File: config.mk
export PLATFORM = sky130hd
export DESIGN_NAME = fp64_mul_seq
export DESIGN_NICKNAME = d
export VERILOG_FILES = /design/src/rtl/fp64_mul_seq.sv
export SDC_FILE = /design/constraint.sdc
export NUM_CORES = 1
export LEC_CHECK = 0
export ABC_CLOCK_PERIOD_IN_PS = 13500
export BUFFER_PORTS_ARGS = -buffer_cell sky130_fd_sc_hd__buf_2
export CORE_MARGIN = 5
export CORE_UTILIZATION = 25
export DETAILED_ROUTE_END_ITERATION = 6
export SYNTH_ARGS = -nofsm -noshare
export SYNTH_HDL_FRONTEND = slang
export SYNTH_SLANG_ARGS = --single-unit
export TNS_END_PERCENT = 20
File: constraint.sdc
create_clock -name clk -period 13.5 [get_ports clk]
set_input_delay 0.675 -clock clk [delete_from_list [all_inputs] [get_ports clk]]
set_output_delay 0.675 -clock clk [all_outputs]
set_load 0.02 [all_outputs]
File: src/rtl/fp64_mul_seq.sv
// Sequencing controller for a binary64 multiplier built around one shared
// HALF_W x HALF_W mantissa multiplier, run over four partial-product passes.
module fp64_mul_seq #(
  parameter int unsigned HALF_W   = 27,
  parameter int unsigned EXP_BIAS = 1023
) (
  input  logic                  clk,
  input  logic                  rst,
  input  logic                  start,
  input  logic [63:0]           a,
  input  logic [63:0]           b,
  output logic [HALF_W-1:0]     mul_a,
  output logic [HALF_W-1:0]     mul_b,
  input  logic [2*HALF_W-1:0]   mul_p,
  output logic                  busy,
  output logic                  done,
  output logic [63:0]           result,
  output logic                  overflow,
  output logic                  underflow,
  output logic                  invalid
);

  localparam int unsigned FRAC_W = 52;
  localparam int unsigned EXPF_W = 11;
  localparam int unsigned MANT_W = FRAC_W + 1;
  localparam int unsigned ACC_W  = 2 * MANT_W;
  localparam int unsigned EXP_W  = 13;
  localparam logic [63:0] QNAN   = 64'h7FF8_0000_0000_0000;

  typedef enum logic [2:0] {
    IDLE = 3'd0,
    PP0  = 3'd1,
    PP1  = 3'd2,
    PP2  = 3'd3,
    PP3  = 3'd4,
    NORM = 3'd5
  } state_t;

  state_t             state;
  logic [62:0]        op_a;
  logic [62:0]        op_b;
  logic               sign_r;
  logic [ACC_W-1:0]   acc;

  // Low and high mantissa halves presented to the shared multiplier.
  function automatic logic [HALF_W-1:0] lo_of(input logic [FRAC_W-1:0] f);
    logic [MANT_W-1:0] m;
    m = {1'b1, f};
    return m[HALF_W-1:0];
  endfunction

  function automatic logic [HALF_W-1:0] hi_of(input logic [FRAC_W-1:0] f);
    logic [MANT_W-1:0] m;
    m = {1'b1, f};
    return HALF_W'(m[MANT_W-1:HALF_W]);
  endfunction

  logic [EXPF_W-1:0] ea, eb;
  logic [FRAC_W-1:0] fa, fb;
  logic              a_nan, b_nan, a_inf, b_inf, a_zero, b_zero;

  assign ea     = op_a[62:FRAC_W];
  assign eb     = op_b[62:FRAC_W];
  assign fa     = op_a[FRAC_W-1:0];
  assign fb     = op_b[FRAC_W-1:0];
  assign a_zero = (ea == '0);
  assign b_zero = (eb == '0);
  assign a_nan  = (ea == '1) && (fa != '0);
  assign b_nan  = (eb == '1) && (fb != '0);
  assign a_inf  = (ea == '1) && (fa == '0);
  assign b_inf  = (eb == '1) && (fb == '0);

  // Partial product aligned to the weight of the current pass.
  logic [ACC_W-1:0] pp_sh;
  always_comb begin
    pp_sh = '0;
    case (state)
      PP0:      pp_sh = ACC_W'(mul_p);
      PP1, PP2: pp_sh = ACC_W'(mul_p) << HALF_W;
      PP3:      pp_sh = ACC_W'(mul_p) << (2 * HALF_W);
      default:  pp_sh = '0;
    endcase
  end

  logic                     n_inc;
  logic [FRAC_W-1:0]        frac_n;
  logic signed [EXP_W-1:0]  exp_n;
  logic                     unused_acc_lo;

  assign n_inc         = acc[ACC_W-1];
  assign frac_n        = n_inc ? acc[ACC_W-2 -: FRAC_W] : acc[ACC_W-3 -: FRAC_W];
  assign exp_n         = $signed(EXP_W'(ea)) + $signed(EXP_W'(eb))
                       - $signed(EXP_W'(EXP_BIAS)) + $signed(EXP_W'(n_inc));
  assign unused_acc_lo = ^acc[ACC_W-MANT_W-2:0];

  // Final result selection; specials take precedence over range checks.
  logic [63:0] nrm_result;
  logic        nrm_ovf, nrm_unf, nrm_inv;
  always_comb begin
    nrm_result = '0;
    nrm_ovf    = 1'b0;
    nrm_unf    = 1'b0;
    nrm_inv    = 1'b0;
    if (a_nan || b_nan) begin
      nrm_result = QNAN;
    end else if ((a_inf && b_zero) || (b_inf && a_zero)) begin
      nrm_result = QNAN;
      nrm_inv    = 1'b1;
    end else if (a_inf || b_inf) begin
      nrm_result = {sign_r, {EXPF_W{1'b1}}, {FRAC_W{1'b0}}};
    end else if (a_zero || b_zero) begin
      nrm_result = {sign_r, 63'b0};
    end else if (exp_n >= 13'sd2047) begin
      nrm_result = {sign_r, {EXPF_W{1'b1}}, {FRAC_W{1'b0}}};
      nrm_ovf    = 1'b1;
    end else if (exp_n <= 13'sd0) begin
      nrm_result = {sign_r, 63'b0};
      nrm_unf    = 1'b1;
    end else begin
      nrm_result = {sign_r, exp_n[EXPF_W-1:0], frac_n};
    end
  end

  // Control FSM; multiplier operands are loaded one cycle ahead of each pass.
  always_ff @(posedge clk or posedge rst) begin
    if (rst) begin
      state     <= IDLE;
      op_a      <= '0;
      op_b      <= '0;
      sign_r    <= 1'b0;
      acc       <= '0;
      mul_a     <= '0;
      mul_b     <= '0;
      busy      <= 1'b0;
      done      <= 1'b0;
      result    <= '0;
      overflow  <= 1'b0;
      underflow <= 1'b0;
      invalid   <= 1'b0;
    end else begin
      done <= 1'b0;
      case (state)
        IDLE: begin
          if (start) begin
            op_a      <= a[62:0];
            op_b      <= b[62:0];
            sign_r    <= a[63] ^ b[63];
            acc       <= '0;
            overflow  <= 1'b0;
            underflow <= 1'b0;
            invalid   <= 1'b0;
            busy      <= 1'b1;
            mul_a     <= lo_of(a[FRAC_W-1:0]);
            mul_b     <= lo_of(b[FRAC_W-1:0]);
            state     <= PP0;
          end
        end
        PP0: begin
          acc   <= acc + pp_sh;
          mul_a <= lo_of(fa);
          mul_b <= hi_of(fb);
          state <= PP1;
        end
        PP1: begin
          acc   <= acc + pp_sh;
          mul_a <= hi_of(fa);
          mul_b <= lo_of(fb);
          state <= PP2;
        end
        PP2: begin
          acc   <= acc + pp_sh;
          mul_a <= hi_of(fa);
          mul_b <= hi_of(fb);
          state <= PP3;
        end
        PP3: begin
          acc   <= acc + pp_sh;
          mul_a <= '0;
          mul_b <= '0;
          state <= NORM;
        end
        NORM: begin
          result    <= nrm_result;
          overflow  <= nrm_ovf;
          underflow <= nrm_unf;
          invalid   <= nrm_inv;
          done      <= 1'b1;
          busy      <= 1'b0;
          state     <= IDLE;
        end
        default: begin
          state <= IDLE;
          busy  <= 1'b0;
        end
      endcase
    end
  end

endmodule

==> results.md <==
* Number of CTS-inserted buffers at 45
* VDD IR max at 166 uV
* First-pass GRT wire length at 130 mm
* Status: complete, no violations
* Worst-skew pair later-pin latency at 0.58 ns
* Post-Synthesis Cells at 2533
* Tightest Hold Check Type: input pin to async pin
* Post-route minimum period at 5.55 ns
* Worst Setup End Kind: register
* Overall Global Routing Usage at 0.169
* Setup_tns at 0 ns
* Post-CTS Setup Inserts at 0
* Initial DRC Count at 1579
* H-tree levels at 2
* Slew headroom at 0.258
* Register area share after synthesis at 0.392
* Least-Margin Pin Slew at 1.11 ns
* Wirelength per Cell at 21.6 um
* Initial core utilization at 0.251
* Port buffer count at 307
* Setup Skew at 0.0222 ns
* Resized cells post-CTS at 0
* Hold Violations, Final at 0
* Pleak at 0.0120 uW
* Antenna-violating nets left at 0
* Width of the chip at 313 um
* Commonest non-fill, non-tap cell in the layout: dfrtp_1
* F_max at 180 MHz
* Cell variety after synth at 82
* Net count after synthesis at 2847
* Area of the multi-input gates at 13200 um^2
* Avg Cell Area, Syn at 9.05 um^2
* Area grow syn2layout at 18.7%
* IO Pins at 308
* Final wirelength at 86.2 mm
* Hold_buf cts at 0
* Clock net sink count at 359
* CTS root buf: clkbuf_16
* Largest fanout on the critical path at 55
* Max-capacitance violation count at 0
* # fillers at 9539
* PnR worst setup slack at 7.95 ns
* DR vias at 20.9k
* Total grt overflow at 0
* DR vias/cell at 5.26
* Crit Path Category: register to register
* CTS clk-pin slew, worst paths at 0.06 ns
* Predominant post-synthesis flop cell: dfrtp_1
* Worst slack at placement at 8.02 ns
* Die area at 97800 um^2
* Flip-flop and latch count after synthesis at 359
* Crit path DAT at 6.02 ns
* Cell Area, Synth at 22900 um^2
* DR DRC count at 0
* FFs w/ async S/R, synth at 1.00
* Core area at 91200 um^2
* Largest net degree at the start of global routing at 163
* Register area at 8990 um^2
* Fin. max-slew vios at 0
* Final worst path period share at 0.411
* Detailed Place HPWL at 66.0 mm
* Setup crit start kind: register
* Share of cells above drive strength 1 at 0.202
* Most frequent cells in the layout: dfrtp_1, nand2_1, buf_2, o21ai_0, a21oi_1
* CTS max path bufs at 3
* Row count at 111
* Power per standard cell area at 277 nW/um^2
* Fin nets at 3064
* Critical Path RT at 13.97 ns
* First-pass DRT Iterations at 5
* Post-synth EDFFs at 0
* RePlAce Congestion at 0.942
* YS warnings at 0
* Initial antenna violation count at 20
* Die Ht at 313 um
* CTS tree: yes
* Vias in the first global route at 20.5k
* RSZ-0062 raised after global routing: false
* Final setup violation count at 0
[cells in the mapped netlist (6+ instances only)]
cell type	n	area share
dfrtp_1	359	0.39
nand2_1	313	0.051
o21ai_0	267	0.058
a21oi_1	197	0.043
nor2_1	145	0.024
clkbuf_1	135	0.022
ha_1	127	0.069
mux2_2	121	0.059
a22o_1	69	0.026
mux2i_1	52	0.023
nand4_1	52	0.014
xor2_1	49	0.019
inv_1	48	0.0079
xnor2_1	47	0.018
nor4_1	40	0.011
a221oi_1	36	0.014
a21o_1	35	0.011
and2_1	34	0.0093
nand3_1	32	0.0070
and3_1	30	0.0082
o22ai_1	26	0.0071
o31ai_1	26	0.0085
nor3_1	25	0.0055
o21bai_1	23	0.0075
o21a_1	20	0.0066
buf_2	16	0.0035
nor2b_1	13	0.0035
or4_1	13	0.0043
a211oi_1	12	0.0039
nand2b_1	12	0.0033
a31oi_1	11	0.0030
or2_2	10	0.0027
or3_1	9	0.0025
o211ai_1	8	0.0026
o221ai_1	8	0.0031
a41oi_1	7	0.0027
a21boi_0	6	0.0020
[report_power, final]
part | total (uW) | internal, uW | switching [uW]
Sequential | 2060 | 1600 | 455
Clock | 1320 | 825 | 496
Combinational | 4150 | 1600 | 2540
[area by class of cell]
cell class                 count  share of cell area
antenna                       14             0.00129
multi-input combinational   1971               0.485
clock inverter                18              0.0107
inverter                      49             0.00704
sequential                   359               0.330
timing repair buffer         324              0.0616
tap                         1186              0.0546
clock buffer                  64              0.0493
[worst max-delay path, cell delays in order, from the launching register on]
cell	delay (ns)
dfrtp_1	0.58
nor2b_4	0.69
buf_4	0.65
a22o_1	0.25
ha_1	0.30
a21oi_1	0.24
o21ai_0	0.17
a211oi_1	0.41
o21ai_0	0.18
a221oi_1	0.36
o22ai_1	0.22
a21oi_1	0.41
a2111oi_0	0.23
or4_1	0.49
a32o_1	0.25
[logic make-up after synthesis]
group	Yosys count	synth area share
multiplexers	173	0.0822
AO/OA/AOI/OAI	827	0.231
buffers and inverters	203	0.0342
adder cells (fa/ha/maj)	129	0.0711
AND/OR/NAND/NOR	746	0.153
flip-flops	359	0.392
XOR/XNOR	96	0.0367
[state kept, by name, summed over array words and instances, names as in the netlist]
name / flops
busy: 1
state: 3
overflow: 1
mul_b: 27
op_b: 63
op_a: 63
invalid: 1
mul_a: 27
done: 1
underflow: 1
result: 64
sign_r: 1
acc: 106
[per-stage QoR]
stage | util | total power (uW) | hold WS (ns) | instances | cell area (um^2)
2_1_floorplan | - | 4980 | 0.455 | 2533 | 22900
3_3_place_gp | 0.280 | 6150 | 0.459 | 3889 | 25500
3_5_place_dp | 0.280 | 6200 | 0.466 | 3889 | 25500
4_1_cts | 0.298 | 7560 | 0.188 | 3971 | 27200
5_1_grt | 0.298 | 8090 | 0.211 | 3979 | 27200
6_report | 0.298 | 7530 | 0.169 | 3985 | 27200
[metal layers]
metal,GRT usage,up-vias,share of wire
met5,0,-,0.00026
met4,0.0574,6,0.032
met3,0.0373,150,0.075
met2,0.257,719,0.44
met1,0.237,10200,0.46
li1,-,9853,-
[worst paths after layout]
check                                 from  cells after the start    endpoint  slack [ns]
worst max-delay path              state[1]                     14    acc[102]        7.95
worst min-delay path                   rst                      2    mul_b[9]        0.17
worst max register to register    state[1]                     14    acc[102]        7.95
worst min register to register  result[41]                      2  result[41]        0.47
max in group asynchronous              rst                      4    acc[105]       11.24
min in group clk                     b[52]                      2    op_b[52]        0.32
Note: power is estimated with default switching activity, not from simulation.
